--- src/rtl/regfile_port_ctrl_pkg.sv ---
// Shared types and default sizes for the register-file port controller.
// Latency: n/a (declarations only).
// Backpressure: n/a.
package regfile_ctrl_pkg;

   typedef enum logic [1:0] {
      IDLE    = 2'd0,
      SERVE_A = 2'd1,
      SERVE_B = 2'd2
   } state_t;

   localparam logic REQ_A = 1'b0;
   localparam logic REQ_B = 1'b1;

   localparam int NREG_DEF     = 16;
   localparam int AW_DEF       = 4;
   localparam int MAXBURST_DEF = 8;

endpackage

--- src/rtl/regfile_port_ctrl_onehot_decoder.sv ---
// Address to one-hot strobe decoder; addresses beyond the file decode to all zero.
// Latency: combinational.
// Backpressure: none.
module onehot_decoder #(
   parameter int NREG = 16,
   parameter int AW   = 4
) (
   input  logic            En,
   input  logic [AW-1:0]   Addr,
   output logic [NREG-1:0] Onehot
);

   // Compare against every implemented index so out-of-range addresses match nothing
   always_comb begin
      Onehot = '0;
      for (int i = 0; i < NREG; i++) begin
         Onehot[i] = En && (Addr == AW'(i));
      end
   end

endmodule

--- src/rtl/regfile_port_ctrl.sv ---
// Arbitrates two requesters onto the register file and drives one-hot Ld/Oe0/Oe1 strobes.
// Latency: Req sampled at edge t gives Gnt and strobes during cycle t..t+1; one access per SERVE cycle.
// Backpressure: a waiting requester holds Req until Gnt; round-robin with locked bursts capped at MAXBURST.
module regfile_port_ctrl
   import regfile_ctrl_pkg::*;
#(
   parameter int NREG     = NREG_DEF,
   parameter int AW       = AW_DEF,
   parameter int MAXBURST = MAXBURST_DEF
) (
   input  logic            Clk,
   input  logic            Rst,
   input  logic            ReqA,
   input  logic            WeA,
   input  logic [AW-1:0]   WaA,
   input  logic [AW-1:0]   RaA0,
   input  logic [AW-1:0]   RaA1,
   input  logic            LockA,
   input  logic            ReqB,
   input  logic            WeB,
   input  logic [AW-1:0]   WaB,
   input  logic [AW-1:0]   RaB0,
   input  logic [AW-1:0]   RaB1,
   input  logic            LockB,
   output logic            GntA,
   output logic            GntB,
   output logic [NREG-1:0] Ld,
   output logic [NREG-1:0] Oe0,
   output logic [NREG-1:0] Oe1,
   output logic            WSel,
   output logic            Busy
);

   // Burst counter reaches BURST_LIM on the last locked grant allowed while the other side waits
   localparam logic [7:0] BURST_LIM = 8'(MAXBURST - 1);

   state_t          state;
   state_t          state_nxt;
   logic            last;
   logic [7:0]      burst;
   logic            lock_stay;
   logic            serve;
   logic            sel_b;
   logic            we_sel;
   logic [AW-1:0]   wa_sel;
   logic [AW-1:0]   ra0_sel;
   logic [AW-1:0]   ra1_sel;
   logic [NREG-1:0] ld_nxt;
   logic [NREG-1:0] oe0_nxt;
   logic [NREG-1:0] oe1_nxt;

   // Pick who is served next: locked burst first, then hand over to a waiting peer, then repeat or idle
   always_comb begin
      state_nxt = IDLE;
      lock_stay = 1'b0;
      case (state)
         SERVE_A: begin
            if (LockA && ReqA && (!ReqB || burst < BURST_LIM)) begin
               state_nxt = SERVE_A;
               lock_stay = 1'b1;
            end else if (ReqB) begin
               state_nxt = SERVE_B;
            end else if (ReqA) begin
               state_nxt = SERVE_A;
            end
         end
         SERVE_B: begin
            if (LockB && ReqB && (!ReqA || burst < BURST_LIM)) begin
               state_nxt = SERVE_B;
               lock_stay = 1'b1;
            end else if (ReqA) begin
               state_nxt = SERVE_A;
            end else if (ReqB) begin
               state_nxt = SERVE_B;
            end
         end
         default: begin
            if (ReqA && ReqB) begin
               state_nxt = (last == REQ_B) ? SERVE_A : SERVE_B;
            end else if (ReqA) begin
               state_nxt = SERVE_A;
            end else if (ReqB) begin
               state_nxt = SERVE_B;
            end
         end
      endcase
   end

   // Route the incoming winner's access fields to the decoders so strobes register with the grant
   assign serve   = (state_nxt != IDLE);
   assign sel_b   = (state_nxt == SERVE_B);
   assign we_sel  = sel_b ? WeB  : WeA;
   assign wa_sel  = sel_b ? WaB  : WaA;
   assign ra0_sel = sel_b ? RaB0 : RaA0;
   assign ra1_sel = sel_b ? RaB1 : RaA1;

   onehot_decoder #(.NREG(NREG), .AW(AW)) u_dec_ld (
      .En     (serve && we_sel),
      .Addr   (wa_sel),
      .Onehot (ld_nxt)
   );

   onehot_decoder #(.NREG(NREG), .AW(AW)) u_dec_oe0 (
      .En     (serve),
      .Addr   (ra0_sel),
      .Onehot (oe0_nxt)
   );

   onehot_decoder #(.NREG(NREG), .AW(AW)) u_dec_oe1 (
      .En     (serve),
      .Addr   (ra1_sel),
      .Onehot (oe1_nxt)
   );

   // State, fairness pointer, burst count and all registered outputs; reset kills any access in flight
   always_ff @(posedge Clk or negedge Rst) begin
      if (!Rst) begin
         state <= IDLE;
         last  <= REQ_B;
         burst <= '0;
         GntA  <= 1'b0;
         GntB  <= 1'b0;
         Ld    <= '0;
         Oe0   <= '0;
         Oe1   <= '0;
         WSel  <= 1'b0;
         Busy  <= 1'b0;
      end else begin
         state <= state_nxt;
         if (lock_stay) begin
            burst <= (burst != 8'hFF) ? burst + 8'd1 : burst;
         end else begin
            burst <= '0;
         end
         if (state != IDLE && state_nxt != state) begin
            last <= (state == SERVE_B) ? REQ_B : REQ_A;
         end
         GntA <= (state_nxt == SERVE_A);
         GntB <= sel_b;
         WSel <= sel_b;
         Busy <= serve;
         Ld   <= ld_nxt;
         Oe0  <= oe0_nxt;
         Oe1  <= oe1_nxt;
      end
   end

endmodule
--- config.mk ---
export PLATFORM = sky130hd
export DESIGN_NAME = regfile_port_ctrl
export DESIGN_NICKNAME = d
export VERILOG_FILES = /design/src/rtl/regfile_port_ctrl_pkg.sv /design/src/rtl/regfile_port_ctrl_onehot_decoder.sv /design/src/rtl/regfile_port_ctrl.sv
export SDC_FILE = /design/constraint.sdc
export NUM_CORES = 1
export LEC_CHECK = 0
export CAP_MARGIN = 10
export CORE_ASPECT_RATIO = 0.6
export CORE_MARGIN = 4
export CORE_UTILIZATION = 47
export DETAILED_ROUTE_END_ITERATION = 6
export PLACE_DENSITY = 0.84
export SYNTH_ARGS = -nofsm -noshare
export SYNTH_HDL_FRONTEND = slang
export SYNTH_SLANG_ARGS = --single-unit
export TNS_END_PERCENT = 30
--- constraint.sdc ---
create_clock -name Clk -period 2.71 [get_ports Clk]
set_input_delay 0.542 -clock Clk [delete_from_list [all_inputs] [get_ports Clk]]
set_output_delay 0.542 -clock Clk [all_outputs]
set_load 0.005 [all_outputs]
==> flow_metrics.env, run 1 <==
export IMPL_cts_root_buf="clkbuf_8"
export IMPL_synth_seq_cells=62
export IMPL_reg2reg_depth=9
export IMPL_cts_tree="done"
export IMPL_yosysWarnings=0
export IMPL_cts_buffers=9
export IMPL_yosys_area_top_type="dfrtp_1"
export IMPL_critPathTopFamily="compound AO/OA/AOI/OAI gates"
export IMPL_peakVddDrop_mv=0.3663
export IMPL_die_h_um=68.59
export IMPL_hold_ws_ns=0.2016
export IMPL_synth_ff_type="dfrtp_1"
export IMPL_ys_top_cells_by_area="dfrtp_1 (53%), o32ai_1 (5.2%), nor3_1 (3.7%)"
export IMPL_io_pins=84
export IMPL_worstPathArrival_ns=2.72
export IMPL_dp_final_hpwl_mm=5.516
export IMPL_worstMarginPinSlew_ns=0.5758
export IMPL_clk_latency_ns=0.33
export IMPL_die_x_um=109.0
export IMPL_r2r_end="Ld[3]"
export IMPL_post_route_util=0.6991
export IMPL_synth_distinct_cells=49
export IMPL_h_tree_depth=3
export IMPL_start_util=0.4997
export IMPL_grt_max_degree=39
export IMPL_slew_violations=0
export IMPL_tns_ns=0
export IMPL_layout_min_cycle_time_ns=2.534
export IMPL_drt_iter0_markers=140
export IMPL_total_power_w=0.003014
export IMPL_start_kind="flop"
export IMPL_synthArstFlopShare=1.000
export IMPL_ff2ff_setup_slack_ns=0.18
export IMPL_antenna_found_initial=0
export IMPL_max_freq_mhz=394.6
export IMPL_place_gp_congestion=0.8791
export IMPL_n_antenna_cell=0
export IMPL_finalCritPeriodShare=0.9351
export IMPL_final_common_cell="clkdlybuf4s50_1"
export IMPL_hold_viol=0
export IMPL_cts_sinks=62
export IMPL_final_cell_mix="clkdlybuf4s50_1 (82), dfrtp_1 (61), nor2_1 (24), nor3_1 (21), nand2_1 (19)"
export IMPL_io_buffers=83
export IMPL_powerDensity_nw_per_um2=749.3
export IMPL_dieArea_um2=7474
export IMPL_fp_coreArea_um2=5754
export IMPL_vias_per_cell=5.652
export IMPL_synth_edf_count=0
export IMPL_row_count=21
export IMPL_area_growth_pct=39.90
export IMPL_crit_buf_inv=2
export IMPL_clk_pin_slew_worst_paths_ns=0.07
export IMPL_synth_area_um2=2875
export IMPL_post_drt_wl_per_cell_um=16.84
export IMPL_critPathKind="reg -> reg"
export IMPL_synth_nets=303
export IMPL_synthCells=267
export IMPL_grt_pass1_wl_mm=11.79
export IMPL_drt_pass1_iterations=4
export IMPL_finClkSkew_ns=0.007516
export IMPL_first_global_vias=2439
export IMPL_rsz0062_at_grt="no"
export IMPL_nets=396
export IMPL_drt_total_wl_mm=7.492
export IMPL_cap_violations=0
export IMPL_run_status="completed"
export IMPL_vias=2515
export IMPL_critPathRequiredTime_ns=2.90
export IMPL_crit_path_max_fanout=23
export IMPL_remaining_drc_errors=0
export IMPL_relSlewSlack=0.6136
export IMPL_grt_use_total=0.2118
export IMPL_p_leak_nw=1.679
export IMPL_synth_yosys_seq_area_share=0.5400
export IMPL_slowest_delay_ns=0.44
export IMPL_hold_path_class="in -> async"
export IMPL_crit_path_end_kind="flop"
export IMPL_gr_total_overflow=0
export IMPL_clk_path_buf_depth=2
export IMPL_crit_chain="inv_1 > ha_1 > nor2b_1 > o21ai_1 > a32oi_2 > o21ai_4 > buf_12 > a32oi_1 > nor3_1"
export IMPL_setup_viol=0
export IMPL_r2r_start="state[0]"
export IMPL_yosysTopAreaCellShare=0.5309
export IMPL_drive_gt1_frac=0.1068
export IMPL_synth_area_per_cell_um2=10.77
export IMPL_antenna_left=0
export IMPL_crit_path_top_delay_cell="ha_1"
-- through the flow --
| stage | std cells | worst slack [ns] | instance area [um2] |
|---|---|---|---|
| CTS | 444 | 0.08698 | 3993 |
| floorplan | 267 | 0.4644 | 2875 |
| global placement | 428 | 0.008721 | 3810 |
| detailed placement | 428 | -0.1169 | 3810 |
| finish | 445 | 0.1758 | 4023 |
| global route | 445 | 0.003708 | 4023 |
-- kinds of logic after synthesis --
kind of cell,synth area share
XOR/XNOR,0.01219
multiplexers,0.02306
AND/OR/NAND/NOR,0.2058
adder cells (fa/ha/maj),0.01741
buffers and inverters,0.03003
flip-flops,0.5400
AO/OA/AOI/OAI,0.1715
-- power by group --
part / switching [W] / internal (W) / leakage (nW)
Combinational: 0.000646 / 0.000526 / 0.738
Sequential: 0.0000476 / 0.00103 / 0.851
Clock: 0.000342 / 0.000423 / 0.0904
-- synthesized netlist by cell type, drive strengths merged (5+ instances only) --
| cell type | number |
|---|---|
| dfrtp | 61 |
| nor2 | 24 |
| nor3 | 22 |
| nand2 | 20 |
| o32ai | 17 |
| nand2b | 13 |
| nand3 | 13 |
| inv | 11 |
| o22ai | 7 |
| a21oi | 6 |
| nor2b | 6 |
| o21ai | 6 |
| a32o | 5 |
| buf | 5 |
-- cell type report --
class / count / area [um2]
Sequential cell: 62 / 1553
Multi-Input combinational cell: 186 / 1255
Inverter: 12 / 48.80
Tap cell: 80 / 100.1
Timing Repair Buffer: 89 / 883.3
Fill cell: 434 / 1732
Clock buffer: 12 / 135.1
Clock inverter: 4 / 47.55
-- routing by layer --
layer  wire length (um)  vias up  share of wire  track usage
li1                   -     1170              -            -
met1               3323     1206           0.44       0.2966
met2               3412      134           0.46       0.3150
met3                726        5          0.097      0.08279
met4                 29        0         0.0039      0.03937
met5                  0        -              0            0
-- sequential cells by signal, summed over array words and instances (netlist names) --
register,cells
last,1
WSel,1
Oe0,16
Busy,1
Ld,16
burst,8
GntA,1
Oe1,16
state,2
-- worst max-delay path by stage --
| stage | from | endpoint | slack (ns) | depth (start not counted) |
|---|---|---|---|---|
| final | state[0] | Ld[3] | 0.18 | 9 |
| after global routing | burst[0] | Ld[9] | 0.004 | 8 |
| after CTS | state[0] | Ld[2] | 0.09 | 9 |
| after detailed placement | ReqB | Ld[10] | -0.12 | 7 |
| after global placement | ReqB | Ld[11] | 0.009 | 7 |
| after floorplan | state[0] | Ld[10] | 0.46 | 10 |
-- repair_timing --
item,in CTS,in global routing
setup endpoints to repair,0,16
buffers inserted,0,1
resized for setup,0,5
hold buffers,0,0
No activity file was read; power rests on OpenSTA's default activity.
==> inputs of run 2 (changes only) <==
Settings changed: ABC_CLOCK_PERIOD_IN_PS from default to 2710.
==> results of run 2 <==
No change in the layout: final DEF, timing and power equal those of run 1.
